==> src/rtl/pkg_ram.sv <==
// Shared RAM-access types and constants for the load path.
package pkg_ram;

    // Operand sizes in bits
    localparam int RAM_QUAD_SIZE = 64;
    localparam int RAM_LONG_SIZE = 32;
    localparam int RAM_WORD_SIZE = 16;
    localparam int RAM_BYTE_SIZE = 8;

    // Operand type; encodings 4..7 are undefined and behave as RAM_QUAD
    typedef enum logic [2:0] {
        RAM_BYTE = 3'd0,
        RAM_WORD = 3'd1,
        RAM_LONG = 3'd2,
        RAM_QUAD = 3'd3
    } data_type_t;

    // Load sequencer states
    typedef enum logic [1:0] {
        IDLE  = 2'd0,
        FETCH = 2'd1,
        DRAIN = 2'd2,
        RESP  = 2'd3
    } load_state_t;

    // Operand size in bytes; unknown types fall back to a quad
    function automatic logic [3:0] ram_type_bytes(input data_type_t dtype);
        logic [3:0] size_s;
        case (dtype)
            RAM_BYTE: size_s = 4'(RAM_BYTE_SIZE / 8);
            RAM_WORD: size_s = 4'(RAM_WORD_SIZE / 8);
            RAM_LONG: size_s = 4'(RAM_LONG_SIZE / 8);
            RAM_QUAD: size_s = 4'(RAM_QUAD_SIZE / 8);
            default:  size_s = 4'(RAM_QUAD_SIZE / 8);
        endcase
        return size_s;
    endfunction

endpackage

==> src/rtl/ram_ext.sv <==
// Combinational zero/sign extender: right-aligned operand to DATA_WIDTH.
module ram_ext
    import pkg_ram::*;
#(
    parameter int DATA_WIDTH = RAM_QUAD_SIZE
) (
    input  logic [RAM_QUAD_SIZE-1:0] value,
    input  data_type_t               dtype,
    input  logic                     is_signed,
    output logic [DATA_WIDTH-1:0]    result
);

    // Working width covers both the widest operand and the result
    localparam int EW = (DATA_WIDTH > RAM_QUAD_SIZE) ? DATA_WIDTH : RAM_QUAD_SIZE;

    logic [EW-1:0] ext_s;

    // Pick the operand slice by type and extend it per the signed flag
    always_comb begin
        ext_s = '0;
        case (dtype)
            RAM_BYTE: begin
                if (is_signed) ext_s = EW'($signed(value[RAM_BYTE_SIZE-1:0]));
                else           ext_s = EW'(value[RAM_BYTE_SIZE-1:0]);
            end
            RAM_WORD: begin
                if (is_signed) ext_s = EW'($signed(value[RAM_WORD_SIZE-1:0]));
                else           ext_s = EW'(value[RAM_WORD_SIZE-1:0]);
            end
            RAM_LONG: begin
                if (is_signed) ext_s = EW'($signed(value[RAM_LONG_SIZE-1:0]));
                else           ext_s = EW'(value[RAM_LONG_SIZE-1:0]);
            end
            default: begin
                if (is_signed) ext_s = EW'($signed(value));
                else           ext_s = EW'(value);
            end
        endcase
        result = ext_s[DATA_WIDTH-1:0];
    end

endmodule

==> src/rtl/ram_load_seq.sv <==
// Multi-beat big-endian load sequencer with alignment check and extension.
module ram_load_seq
    import pkg_ram::*;
#(
    parameter int DATA_WIDTH = RAM_QUAD_SIZE,
    parameter int MEM_WIDTH  = 8,
    parameter int ADDR_WIDTH = 32
) (
    input  logic                  clk,
    input  logic                  rst_n,
    input  logic                  req_valid,
    output logic                  req_ready,
    input  logic [ADDR_WIDTH-1:0] req_addr,
    input  data_type_t            req_type,
    input  logic                  req_signed,
    output logic                  mem_re,
    output logic [ADDR_WIDTH-1:0] mem_addr,
    input  logic [MEM_WIDTH-1:0]  mem_rdata,
    output logic                  rsp_valid,
    input  logic                  rsp_ready,
    output logic [DATA_WIDTH-1:0] rsp_data,
    output logic                  rsp_err
);

    localparam int               BB        = MEM_WIDTH / 8;
    localparam int               WIDE_W    = RAM_QUAD_SIZE + MEM_WIDTH;
    localparam logic [2:0]       LANE_MASK = 3'(BB - 1);
    localparam logic [ADDR_WIDTH-1:0] BEAT_STEP = ADDR_WIDTH'(BB);
    localparam logic [ADDR_WIDTH-1:0] ALIGN_MASK = ~ADDR_WIDTH'(BB - 1);

    load_state_t            state_r, state_nxt_s;
    logic [2:0]             addr_lo_r;
    data_type_t             type_r;
    logic                   signed_r;
    logic [3:0]             beat_r, last_beat_r;
    logic [RAM_QUAD_SIZE-1:0] acc_r, acc_nxt_s;
    logic                   rvalid_r;
    logic                   mem_re_r;
    logic [ADDR_WIDTH-1:0]  mem_addr_r;
    logic                   rsp_valid_r, rsp_err_r, req_ready_r;
    logic [DATA_WIDTH-1:0]  rsp_data_r, ext_s;

    logic [3:0]             req_bytes_s, req_beats_s, op_bytes_s;
    logic                   req_misal_s;
    logic [5:0]             lane_sh_s;
    logic [6:0]             opnd_bits_s;
    logic [MEM_WIDTH-1:0]   shifted_s, lane_s;
    logic [WIDE_W-1:0]      wide_s;

    // Size, beat count and alignment of the incoming request
    always_comb begin
        req_bytes_s = ram_type_bytes(req_type);
        req_misal_s = (req_addr[2:0] & 3'(req_bytes_s - 4'd1)) != 3'd0;
        if (req_bytes_s > 4'(BB)) req_beats_s = req_bytes_s / 4'(BB);
        else                      req_beats_s = 4'd1;
    end

    // Lane select for narrow operands and the next accumulator value
    always_comb begin
        op_bytes_s  = ram_type_bytes(type_r);
        lane_sh_s   = {addr_lo_r & LANE_MASK, 3'b000};
        opnd_bits_s = {op_bytes_s, 3'b000};
        shifted_s   = mem_rdata << lane_sh_s;
        if (op_bytes_s < 4'(BB)) lane_s = shifted_s >> (7'(MEM_WIDTH) - opnd_bits_s);
        else                     lane_s = mem_rdata;
        wide_s    = {acc_r, lane_s};
        acc_nxt_s = wide_s[RAM_QUAD_SIZE-1:0];
    end

    ram_ext #(.DATA_WIDTH(DATA_WIDTH)) u_ext (
        .value     (acc_nxt_s),
        .dtype     (type_r),
        .is_signed (signed_r),
        .result    (ext_s)
    );

    // State register
    always_ff @(posedge clk or negedge rst_n) begin
        if (!rst_n) state_r <= IDLE;
        else        state_r <= state_nxt_s;
    end

    // Next-state decode
    always_comb begin
        state_nxt_s = state_r;
        case (state_r)
            IDLE: begin
                if (req_valid) state_nxt_s = req_misal_s ? RESP : FETCH;
                else           state_nxt_s = IDLE;
            end
            FETCH: begin
                if (beat_r == last_beat_r) state_nxt_s = DRAIN;
                else                       state_nxt_s = FETCH;
            end
            DRAIN:   state_nxt_s = RESP;
            RESP: begin
                if (rsp_ready) state_nxt_s = IDLE;
                else           state_nxt_s = RESP;
            end
            default: state_nxt_s = IDLE;
        endcase
    end

    // Request latch, beat issue, data capture and registered response
    always_ff @(posedge clk or negedge rst_n) begin
        if (!rst_n) begin
            addr_lo_r   <= 3'd0;
            type_r      <= RAM_QUAD;
            signed_r    <= 1'b0;
            beat_r      <= 4'd0;
            last_beat_r <= 4'd0;
            acc_r       <= '0;
            rvalid_r    <= 1'b0;
            mem_re_r    <= 1'b0;
            mem_addr_r  <= '0;
            rsp_valid_r <= 1'b0;
            rsp_err_r   <= 1'b0;
            rsp_data_r  <= '0;
            req_ready_r <= 1'b1;
        end else begin
            rvalid_r    <= mem_re_r;
            req_ready_r <= (state_nxt_s == IDLE);
            if (rvalid_r) acc_r <= acc_nxt_s;
            case (state_r)
                IDLE: begin
                    if (req_valid) begin
                        addr_lo_r   <= req_addr[2:0];
                        type_r      <= req_type;
                        signed_r    <= req_signed;
                        acc_r       <= '0;
                        beat_r      <= 4'd0;
                        last_beat_r <= req_beats_s - 4'd1;
                        rsp_data_r  <= '0;
                        if (req_misal_s) begin
                            rsp_valid_r <= 1'b1;
                            rsp_err_r   <= 1'b1;
                        end else begin
                            mem_re_r    <= 1'b1;
                            mem_addr_r  <= req_addr & ALIGN_MASK;
                            rsp_err_r   <= 1'b0;
                        end
                    end
                end
                FETCH: begin
                    beat_r <= beat_r + 4'd1;
                    if (beat_r == last_beat_r) mem_re_r <= 1'b0;
                    else                       mem_addr_r <= mem_addr_r + BEAT_STEP;
                end
                DRAIN: begin
                    rsp_valid_r <= 1'b1;
                    rsp_err_r   <= 1'b0;
                    rsp_data_r  <= ext_s;
                end
                RESP: begin
                    if (rsp_ready) rsp_valid_r <= 1'b0;
                end
                default: begin
                    mem_re_r <= 1'b0;
                end
            endcase
        end
    end

    assign req_ready = req_ready_r;
    assign mem_re    = mem_re_r;
    assign mem_addr  = mem_addr_r;
    assign rsp_valid = rsp_valid_r;
    assign rsp_data  = rsp_data_r;
    assign rsp_err   = rsp_err_r;

endmodule

==> config.mk <==
export PLATFORM = sky130hd
export DESIGN_NAME = ram_load_seq
export DESIGN_NICKNAME = d
export VERILOG_FILES = /design/src/rtl/pkg_ram.sv /design/src/rtl/ram_ext.sv /design/src/rtl/ram_load_seq.sv
export SDC_FILE = /design/constraint.sdc
export NUM_CORES = 1
export LEC_CHECK = 0
export ABC_AREA = 1
export BUFFER_PORTS_ARGS = -buffer_cell sky130_fd_sc_hd__buf_2
export CORE_MARGIN = 2
export CORE_UTILIZATION = 59
export CTS_BUF_LIST = sky130_fd_sc_hd__clkbuf_2 sky130_fd_sc_hd__clkbuf_4 sky130_fd_sc_hd__clkbuf_8
export DETAILED_ROUTE_END_ITERATION = 10
export PLACE_DENSITY = 0.88
export REMOVE_ABC_BUFFERS = 1
export SYNTH_ARGS = -nofsm -noshare
export SYNTH_HDL_FRONTEND = slang
export SYNTH_SLANG_ARGS = --single-unit
export TNS_END_PERCENT = 10
==> constraint.sdc <==
create_clock -name clk -period 1.8 [get_ports clk]
set_clock_uncertainty 0.15 [all_clocks]
set_input_delay 0.09 -clock clk [delete_from_list [all_inputs] [get_ports clk]]
set_output_delay 0.09 -clock clk [all_outputs]
set_load 0.05 [all_outputs]
==> run metrics <==
status finished, final reports clean; first-pass GRT wire length 38300 um; vias in the first global route approximately 8000; post-route ant nets 0; synthesized instance count 1215; Die Ht about 130 um; max-slew violation count 0; total CTS buffers 17; final instance area between 0.01 and 0.015 mm2; number of H-tree levels 4; share of cells above drive strength 1 0.216; Root Buffer clkbuf_8; Critical Path AT just under 2 ns; Post-Route Utilization 0.765; Synth Register Bits roughly 170; Post-synth ARST share 1.00; hold path endpoint last_beat_r[2]; # IOs between 100 and 150; Post-Syn Area per Cell around 7.3 um2; R2R setup slack 0.04 ns; number of synthesized flops with an enable pin 0; later-pin clock latency in the skew report about 0.47 ns; DP HPWL 14700 um; wire length per cell approximately 15 um; commonest cells after routing, fill and taps aside nand2_1 (455), dfrtp_1 (157), buf_2 (146), inv_1 (137), nand3_1 (98); Unique masters post-synth 35; sequential area share after synthesis 0.481; GPL Wtd Cong approximately 0.9; peak supply drop between 0.001 and 0.0015 V; Period minus WS final approximately 1.8 ns; Ant. Diodes 0; pwr dens slightly above 2000 mW/mm2; most common cell after layout, fill and taps aside nand2_1; setup_tns 0 ns; largest net degree at the start of global routing 93; final cycle utilization of the critical path 0.978; RR Startpoint beat_r[2]; clk sinks 171; Initial Util 0.608; HP Class input pin to flop; LEAKAGE 6.18 nW; vias per cell 5.38; Crit. End Element flop; Setup CP Type flop to flop; YS warnings 0; most frequent CP cell nand2_1; largest cells by area after synthesis dfrtp_1 (47%), nand2_1 (20%), inv_1 (5.8%), nand3_1 (5.7%), o21ai_0 (4.2%); Placed Area about 0.01 mm2; final WL between 20000 and 25000 um; DRC 0; Total Power between 20 and 25 mW; total congestion overflow 0; Slowest-stage cell, CP dfrtp_1; RR Endpoint mem_addr[17]; clock slew at reported path FFs approximately 0.10 ns; RSZ-0062 raised after global routing true; Final Hold Viols 0; CP Data Required Time roughly 2 ns; Cell Rows 44; initial antenna violation count 0; Yosys top cell area share 0.472; CTS tree done; Critical Path Max Stage Delay between 0.4 and 0.5 ns; Pre-antenna DRT Iters 6; GRT Total Usage 0.293; DRT iter0 DRCs 791; dominant synthesized flop cell dfrtp_1; Least-Margin Pin Slew roughly 0.45 ns; Final nets between 1000 and 1500; Max Cap Viol 0; Synth area leader dfrtp_1; Port Buffers approximately 150; Mapped Area 0.00890 mm2; startpoint types flop; Worst Reg-to-Reg Cells 12; Setup Viol. Count Final 0; Clock Tree Buf Depth 2; Hold Startpoint req_type[1]; Crit Path Max Fanout 23; critical path, cell by cell inv_1 > nand2_1 > nand2_1 > nor2_2 > nand3_2 > nand2_1 > inv_2 > nand2_4 > inv_2 > buf_12 > nand2_1 > o21ai_1; core area 0.0146 mm2; Worst Hold Path Cells 5; maximum clock frequency between 500 and 600 MHz; Layout area overhead 25.8%; Die ar. roughly 0.016 mm2; Worst slew margin 0.699; Layout fillers 1000; Die W between 100 and 150 um; Via Count ~8700
## flip-flops by register name, summed over array words and instances, names as in the netlist
name,flops
rsp_data,64
acc_r,56
mem_addr,32
beat_r,4
last_beat_r,4
type_r,3
state_r,2
mem_re,1
req_ready,1
rsp_err,1
rsp_valid,1
rvalid_r,1
signed_r,1
## routing by layer
metal  global-route usage  up-vias  routed length (um)
met5                    0        -                   0
met4               0.0879        0                 549
met3               0.0456       59                1540
met2                0.517      373               12100
met1                0.375     4104                9520
li1                     -     4211                   -
## cell usage after synthesis, drive strengths merged, types with 2 or more instances
library cell,instances
dfstp,3
nor2,80
nand2,466
mux2,16
or2,2
nand3b,8
o22ai,2
dfrtp,168
clkbuf,21
nand4,2
xor2,7
ha,5
nand3,102
buf,37
nor3,2
inv,146
a21oi,54
o21ai,89
## final cells by class
cell class / count / area, um2 / share of cell area
clock inverters: 15 / 183 / 0.0163
inverters: 146 / 552 / 0.0493
clock buffers: 17 / 234 / 0.0209
well taps: 184 / 230 / 0.0206
multi-input cells: 841 / 3920 / 0.350
flip-flops and latches: 171 / 4300 / 0.384
repair buffers: 252 / 1780 / 0.159
## where the power goes
group / total (mW) / switching, mW / leakage, nW / internal [mW]
registers: 7.01 / 1.40 / 2.19 / 5.61
logic: 12.9 / 9.15 / 3.80 / 3.79
clock network: 2.86 / 1.57 / 0.194 / 1.28
total: 22.8 / 12.1 / 6.18 / 10.7
## metrics by stage
step	hold WS [ns]	worst slack, ns	cells
after global routing	0.0841	-0.109	1626
after floorplan	-0.356	-2.22	1157
after global placement	-0.111	0.00145	1527
final	0.0736	0.0402	1626
after detailed placement	-0.111	-0.0681	1527
after CTS	0.0394	0.00525	1611
## critical path, delay by kind of cell, from the launching register on
family                 cells  cell delay (ns)
AOI/OAI and AO/OA          1             0.07
buffers and inverters      4             0.35
DFF                        1             0.43
and+or+nand+nor            7             0.64
## cell families (layout without fill, tap and decap cells)
logic type,count (synthesis),after routing,synth area share
compound gates,148,148,0.0856
xor+xnor,8,8,0.00787
fa+ha+maj,5,5,0.00703
buf+inv,204,430,0.0929
flops,171,171,0.481
mux,16,16,0.0202
simple gates,663,664,0.305
## repair_timing
item	4_1_cts	5_1_grt
endpoints found under the hold margin	243	0
pin swaps	0	8
gates resized for setup	4	42
setup endpoints to repair	22	74
hold buffers	51	0
setup buffers	0	15
gates cloned	1	0
## worst max-delay path by stage
stage | startpoint | end | slack [ns] | cells after the start
global placement | req_type[1] | mem_addr[17] | 0.001 | 13
detailed placement | req_type[1] | mem_addr[17] | -0.07 | 13
CTS | mem_addr[2] | mem_addr[17] | 0.005 | 9
global route | beat_r[2] | mem_addr[17] | -0.11 | 12
floorplan | state_r[1] | mem_addr[17] | -2.22 | 9
finish | beat_r[2] | mem_addr[17] | 0.04 | 12
Note: power is estimated with default switching activity, not from simulation.
